==> src/rtl/frame_stream_loader.sv <==
// frame_stream_loader: turns a byte-wide AXI-Stream frame into I rows of the H matrix
// (J bits each) followed by A alpha_u columns (J bytes each). Every finished word is
// published one cycle after its last byte is accepted, as a single-cycle tvalid pulse.
// There is no downstream ready: the block never waits on its consumer.
// Optional feature: define LOADER_TLAST_CHECK_EN to check s_axis_tlast against the
// expected final byte, with a sticky frame_err and a drain state for over-long frames.
module frame_stream_loader #(
    parameter int unsigned J = 14,
    parameter int unsigned I = 7,
    parameter int unsigned A = 2
) (
    input  logic           clk,
    input  logic           rst_n,
    input  logic [7:0]     s_axis_tdata,
    input  logic           s_axis_tvalid,
    input  logic           s_axis_tlast,
    output logic           s_axis_tready,
    input  logic           hold,
    output logic [J-1:0]   H_row,
    output logic           H_row_tvalid,
    output logic           H_row_tlast,
    output logic [J*8-1:0] alpha_u_col,
    output logic           alpha_u_col_tvalid,
    output logic           alpha_u_col_tlast,
    output logic           frame_done,
    output logic           frame_err
);

    localparam int unsigned HB = (J + 7) / 8;
    localparam int unsigned BW = $clog2(J + 1);
    localparam int unsigned RW = $clog2(I + 1);
    localparam int unsigned CW = $clog2(A + 1);

    typedef enum logic [1:0] {
`ifdef LOADER_TLAST_CHECK_EN
        StH,
        StA,
        StDrain
`else
        StH,
        StA
`endif
    } state_e;

    state_e          state_q, state_d;
    logic [BW-1:0]   byte_cnt_q, byte_cnt_d;
    logic [RW-1:0]   row_cnt_q, row_cnt_d;
    logic [CW-1:0]   col_cnt_q, col_cnt_d;
    logic [HB*8-1:0] row_buf_q, row_asm;
    logic [J*8-1:0]  col_buf_q, col_asm;
    logic [J-1:0]    h_row_q;
    logic [J*8-1:0]  alpha_q;
    logic            h_valid_q, h_last_q, a_valid_q, a_last_q;
    logic            h_pulse, h_last, a_pulse, a_last;
    logic            accept;

    assign s_axis_tready = !hold;
    assign accept        = s_axis_tvalid && !hold;

`ifdef LOADER_TLAST_CHECK_EN
    logic err_q, err_set;
    assign frame_err = err_q;
`else
    logic unused_tlast;
    assign unused_tlast = s_axis_tlast;
    assign frame_err    = 1'b0;
`endif

    // Merge the incoming byte into the current row / column image at byte_cnt.
    always_comb begin
        row_asm = row_buf_q;
        col_asm = col_buf_q;
        for (int k = 0; k < HB; k++) begin
            if (byte_cnt_q == BW'(k)) row_asm[k*8+:8] = s_axis_tdata;
        end
        for (int k = 0; k < J; k++) begin
            if (byte_cnt_q == BW'(k)) col_asm[k*8+:8] = s_axis_tdata;
        end
    end

    // Next-state, counters and word-complete strobes.
    always_comb begin
        state_d    = state_q;
        byte_cnt_d = byte_cnt_q;
        row_cnt_d  = row_cnt_q;
        col_cnt_d  = col_cnt_q;
        h_pulse    = 1'b0;
        h_last     = 1'b0;
        a_pulse    = 1'b0;
        a_last     = 1'b0;
`ifdef LOADER_TLAST_CHECK_EN
        err_set    = 1'b0;
`endif
        if (accept) begin
            unique case (state_q)
                StH: begin
                    if (byte_cnt_q == BW'(HB - 1)) begin
                        byte_cnt_d = '0;
                        h_pulse    = 1'b1;
                        h_last     = (row_cnt_q == RW'(I - 1));
                        if (row_cnt_q == RW'(I - 1)) begin
                            row_cnt_d = '0;
                            state_d   = StA;
                        end else begin
                            row_cnt_d = row_cnt_q + RW'(1);
                        end
                    end else begin
                        byte_cnt_d = byte_cnt_q + BW'(1);
                    end
`ifdef LOADER_TLAST_CHECK_EN
                    // tlast can never be legal here: abort the frame, drop the word.
                    if (s_axis_tlast) begin
                        err_set    = 1'b1;
                        h_pulse    = 1'b0;
                        h_last     = 1'b0;
                        byte_cnt_d = '0;
                        row_cnt_d  = '0;
                        col_cnt_d  = '0;
                        state_d    = StH;
                    end
`endif
                end
                StA: begin
                    if (byte_cnt_q == BW'(J - 1)) begin
                        byte_cnt_d = '0;
                        a_pulse    = 1'b1;
                        a_last     = (col_cnt_q == CW'(A - 1));
                        if (col_cnt_q == CW'(A - 1)) begin
                            col_cnt_d = '0;
                            state_d   = StH;
                        end else begin
                            col_cnt_d = col_cnt_q + CW'(1);
                        end
                    end else begin
                        byte_cnt_d = byte_cnt_q + BW'(1);
                    end
`ifdef LOADER_TLAST_CHECK_EN
                    if (s_axis_tlast && !a_last) begin
                        err_set    = 1'b1;
                        a_pulse    = 1'b0;
                        byte_cnt_d = '0;
                        row_cnt_d  = '0;
                        col_cnt_d  = '0;
                        state_d    = StH;
                    end else if (a_last && !s_axis_tlast) begin
                        // Final word still goes out; skip the rest of the over-long frame.
                        err_set = 1'b1;
                        state_d = StDrain;
                    end
`endif
                end
`ifdef LOADER_TLAST_CHECK_EN
                StDrain: begin
                    if (s_axis_tlast) state_d = StH;
                end
`endif
                default: state_d = StH;
            endcase
        end
    end

    // FSM state, counters and sticky error.
    always_ff @(posedge clk or negedge rst_n) begin
        if (!rst_n) begin
            state_q    <= StH;
            byte_cnt_q <= '0;
            row_cnt_q  <= '0;
            col_cnt_q  <= '0;
`ifdef LOADER_TLAST_CHECK_EN
            err_q      <= 1'b0;
`endif
        end else begin
            state_q    <= state_d;
            byte_cnt_q <= byte_cnt_d;
            row_cnt_q  <= row_cnt_d;
            col_cnt_q  <= col_cnt_d;
`ifdef LOADER_TLAST_CHECK_EN
            err_q      <= err_q | err_set;
`endif
        end
    end

    // Assembly buffers, held output words and one-cycle pulses.
    always_ff @(posedge clk or negedge rst_n) begin
        if (!rst_n) begin
            row_buf_q <= '0;
            col_buf_q <= '0;
            h_row_q   <= '0;
            alpha_q   <= '0;
            h_valid_q <= 1'b0;
            h_last_q  <= 1'b0;
            a_valid_q <= 1'b0;
            a_last_q  <= 1'b0;
        end else begin
            if (accept && state_q == StH) row_buf_q <= row_asm;
            if (accept && state_q == StA) col_buf_q <= col_asm;
            if (h_pulse) h_row_q <= row_asm[J-1:0];
            if (a_pulse) alpha_q <= col_asm;
            h_valid_q <= h_pulse;
            h_last_q  <= h_last;
            a_valid_q <= a_pulse;
            a_last_q  <= a_last;
        end
    end

    assign H_row              = h_row_q;
    assign H_row_tvalid       = h_valid_q;
    assign H_row_tlast        = h_last_q;
    assign alpha_u_col        = alpha_q;
    assign alpha_u_col_tvalid = a_valid_q;
    assign alpha_u_col_tlast  = a_last_q;
    assign frame_done         = a_last_q;

endmodule

==> config.mk <==
export PLATFORM = sky130hd
export DESIGN_NAME = frame_stream_loader
export DESIGN_NICKNAME = d
export VERILOG_FILES = /design/src/rtl/frame_stream_loader.sv
export SDC_FILE = /design/constraint.sdc
export NUM_CORES = 1
export LEC_CHECK = 0
export CAP_MARGIN = 0
export CORE_MARGIN = 1.5
export CORE_UTILIZATION = 50
export CTS_CLUSTER_DIAMETER = 150
export DETAILED_ROUTE_END_ITERATION = 10
export PLACE_DENSITY = 0.73
export SYNTH_ARGS = -nofsm -noshare
export SYNTH_HDL_FRONTEND = slang
export SYNTH_SLANG_ARGS = --single-unit
==> constraint.sdc <==
create_clock -name clk -period 2.75 [get_ports clk]
set_input_delay 0.55 -clock clk [delete_from_list [all_inputs] [get_ports clk]]
set_output_delay 0.55 -clock clk [all_outputs]
set_load 0.02 [all_outputs]
==> load_flow_metrics.sql <==
INSERT INTO impl_metrics (metric_group, metric, value, unit) VALUES
('drt', 'drt_wl_total', '23200', 'um'),
('synth', 'postSynth.asyncResetShare', '100', '%'),
('clock_tree', 'clkSlewWorstSetupHoldPaths', '0.06', 'ns'),
('placed_design', 'preCtsSetupSlack', '-0.00352', 'ns'),
('critical_path', 'worst_path_largest_cell_delay', '0.63', 'ns'),
('cells_and_area', 'fin_area', '0.0137', 'sq mm'),
('global_route', 'grt_max_degree', '87', ''),
('critical_path', 'timing.critical_path.from', 'hold', ''),
('clock_tree', 'htreeDepth', '1', ''),
('min_path', 'hp-class', 'in2async', ''),
('placed_design', 'port_buffers', '143', ''),
('status', 'run_status', 'complete, no violations', ''),
('sta', 'setup_repair_after_global_routing_missed_its_margin', 'no', ''),
('die', 'coreArea', '0.0218', 'sq mm'),
('die', 'floorplan.die_area', '0.0230', 'sq mm'),
('global_route', 'grt_pass1_wl', '37500', 'um'),
('clock_tree', 'root_buffer_selected_by_cts', 'sky130_fd_sc_hd__clkbuf_16', ''),
('drt', 'route.detailed.wl_per_inst', '19.6', 'um'),
('critical_path', 'worst_path_most_repeated_cell', 'sky130_fd_sc_hd__clkdlybuf4s50_1', ''),
('clock_tree', 'cts.sinks', '252', ''),
('die', 'die_w', '152', 'um'),
('critical_path', 'critical_path_cell_by_cell', 'clkdlybuf4s50_1 > inv_1 > clkdlybuf4s50_1', ''),
('global_route', 'grt_pass1_vias', '6950', ''),
('clock_tree', 'clock_tree.buffer_depth', '3', ''),
('placed_design', 'placedInstanceArea', '0.0129', 'sq mm'),
('sta', 'timing.fmax', '0.412', 'GHz'),
('sta', 'fin_tns_setup', '0', 'ns'),
('critical_path', 'setup_crit_start_kind', 'primary input', ''),
('critical_path', 'critical-path-slowest-cell', 'sky130_fd_sc_hd__clkdlybuf4s50_1', ''),
('synth', 'avgSynthCellArea', '14.8', 'sq um'),
('clock_tree', 'hold_buffers', '0', ''),
('cells_and_area', 'drive_above_1_share', '47.5', '%'),
('drt', 'final_ant_viol_nets', '0', ''),
('synth', 'yosys_warning_total', '0', ''),
('critical_path', 'cp_num_buf_inv', '3', ''),
('synth', 'synth_sequential_area_ratio', '57.0', '%'),
('drt', 'dr.first_iter.drc_count', '264', ''),
('die', 'ioPinCount', '146', ''),
('sta', 'tightestPinTransition', '0.685', 'ns'),
('placed_design', 'dp_hpwl', '14700', 'um'),
('sta', 'final-setup-viol-count', '0', ''),
('placed_design', 'gp_congestion', '0.774', ''),
('critical_path', 'criticalPathCategory', 'in2out', ''),
('critical_path', 'worst-r2r-cell-count', '4', ''),
('power_and_ir_drop', 'leakage_power_figure', '6.65', 'nW'),
('cells_and_area', 'final_core_utilization', '63.0', '%'),
('synth', 'synth_flop_cell', 'sky130_fd_sc_hd__dfrtp_1', ''),
('sta', 'max-slew-margin-rel', '54.3', '%'),
('run', 'max_cap_violations', '0', ''),
('synth', 'synth.distinct_cells', '39', ''),
('synth', 'post_synth_inst_count', '745', ''),
('sta', 'finalHoldWorstSlack', '0.00523', 'ns'),
('sta', 'finalMaxSlewViolations', '0', ''),
('clock_tree', 'tritoncts_clock_tree', 'done', ''),
('power_and_ir_drop', 'power.density', '704', 'mW/mm^2'),
('clock_tree', 'post_cts.repair.setup_buffers', '0', ''),
('clock_tree', 'insertion_delay', '0.52', 'ns'),
('die', 'initial_core_util', '50.8', '%'),
('critical_path', 'worst-endpoint-arrival', '1.88', 'ns'),
('sta', 'setup_slack', '0.324', 'ns'),
('cells_and_area', 'fillers', '1609', ''),
('die', 'die_h', '152', 'um'),
('power_and_ir_drop', 'vdd_ir_drop_max', '0.000466', 'V'),
('synth', 'synth-edff-count', '0', ''),
('drt', 'drt_pass_1_iters', '4', ''),
('drt', 'route.detailed.vias_per_inst', '5.46', ''),
('synth', 'postSynthNetCount', '758', ''),
('sta', 'final.setup_skew', '0.00682', 'ns'),
('cells_and_area', 'multi_input_comb_area', '0.00446', 'sq mm'),
('drt', 'via_count', '6466', ''),
('global_route', 'grt.overflow.total', '0', '');
through the flow:
step                      instances  total power (W)
final                          1184          0.00965
after detailed placement       1137          0.00628
after CTS                      1184          0.00974
after floorplan                 745          0.00564
after global placement         1137          0.00620
after global routing           1184           0.0101
cell families after synthesis:
group,Yosys count,synth area share [%]
buf+inv,64,2.90
compound gates,28,1.44
flops,252,57.0
xor+xnor,3,0.238
mux,336,34.4
other cells,1,0.0339
simple gates,61,4.02
cell usage after synthesis (all sizes together), types with 3 or more instances:
cell type / number / share of area [%]
o21ai: 5 / 0.23
clkbuf: 31 / 1.1
nor2: 3 / 0.15
nand2: 30 / 1.1
inv: 3 / 0.10
a21oi: 11 / 0.50
nor4b: 4 / 0.78
buf: 30 / 1.7
nand4b: 3 / 0.35
dfrtp: 252 / 57
mux2: 336 / 34
nor4bb: 5 / 0.45
a31oi: 10 / 0.57
power by group:
part	total, W	internal [W]	switching, W
Clock	0.00345	0.00200	0.00145
Sequential	0.00427	0.00399	0.000280
Combinational	0.00193	0.00100	0.000929
Total	0.00965	0.00699	0.00266
placed cells by master, fill, tap and decap left out, types with 3 or more instances in the layout:
cell type and n:
sky130_fd_sc_hd__a21oi_1 11, sky130_fd_sc_hd__a31oi_1 10, sky130_fd_sc_hd__buf_12 5, sky130_fd_sc_hd__buf_4 25, sky130_fd_sc_hd__clkbuf_16 27, sky130_fd_sc_hd__clkbuf_8 4, sky130_fd_sc_hd__clkdlybuf4s50_1 142, sky130_fd_sc_hd__clkinv_2 8
sky130_fd_sc_hd__dfrtp_1 252, sky130_fd_sc_hd__inv_1 3, sky130_fd_sc_hd__mux2_2 332, sky130_fd_sc_hd__mux2_4 4, sky130_fd_sc_hd__nand2_1 27, sky130_fd_sc_hd__nand2_2 3, sky130_fd_sc_hd__nor4b_4 4, sky130_fd_sc_hd__nor4bb_1 3
sky130_fd_sc_hd__o21ai_0 5
flip-flops by register name, indices dropped and copies added, names as in the netlist:
name and cells:
H_row 14, H_row_tlast 1, H_row_tvalid 1, alpha_u_col 112
alpha_u_col_tlast 1, alpha_u_col_tvalid 1, byte_cnt_q 4, col_buf_q 104
col_cnt_q 2, row_buf_q 8, row_cnt_q 3, state_q 1
per-layer routing:
metal  track usage, %  vias to the layer above  share of wire [%]
li1                 -                     2940                  -
met1             28.7                     3354                 46
met2             34.7                      144                 49
met3             2.96                       28                4.0
met4             5.10                        0                1.5
met5                0                        -                  0
final cells by class:
type,count,share of cell area [%]
sequential,252,46.0
clock inverter,14,0.867
tap,280,2.56
inverter,3,0.0821
timing repair buffer,173,12.6
multi-input combinational,429,32.5
clock buffer,33,5.38
how the worst max path moves through the flow:
stage                     cells past startpoint             end
after floorplan                               6  alpha_u_col[6]
after global placement                        4    col_buf_q[9]
after detailed placement                      4   col_buf_q[45]
after CTS                                     3   s_axis_tready
after global routing                          4   col_buf_q[70]
final                                         3   s_axis_tready
Note: power is estimated with default switching activity, not from simulation.
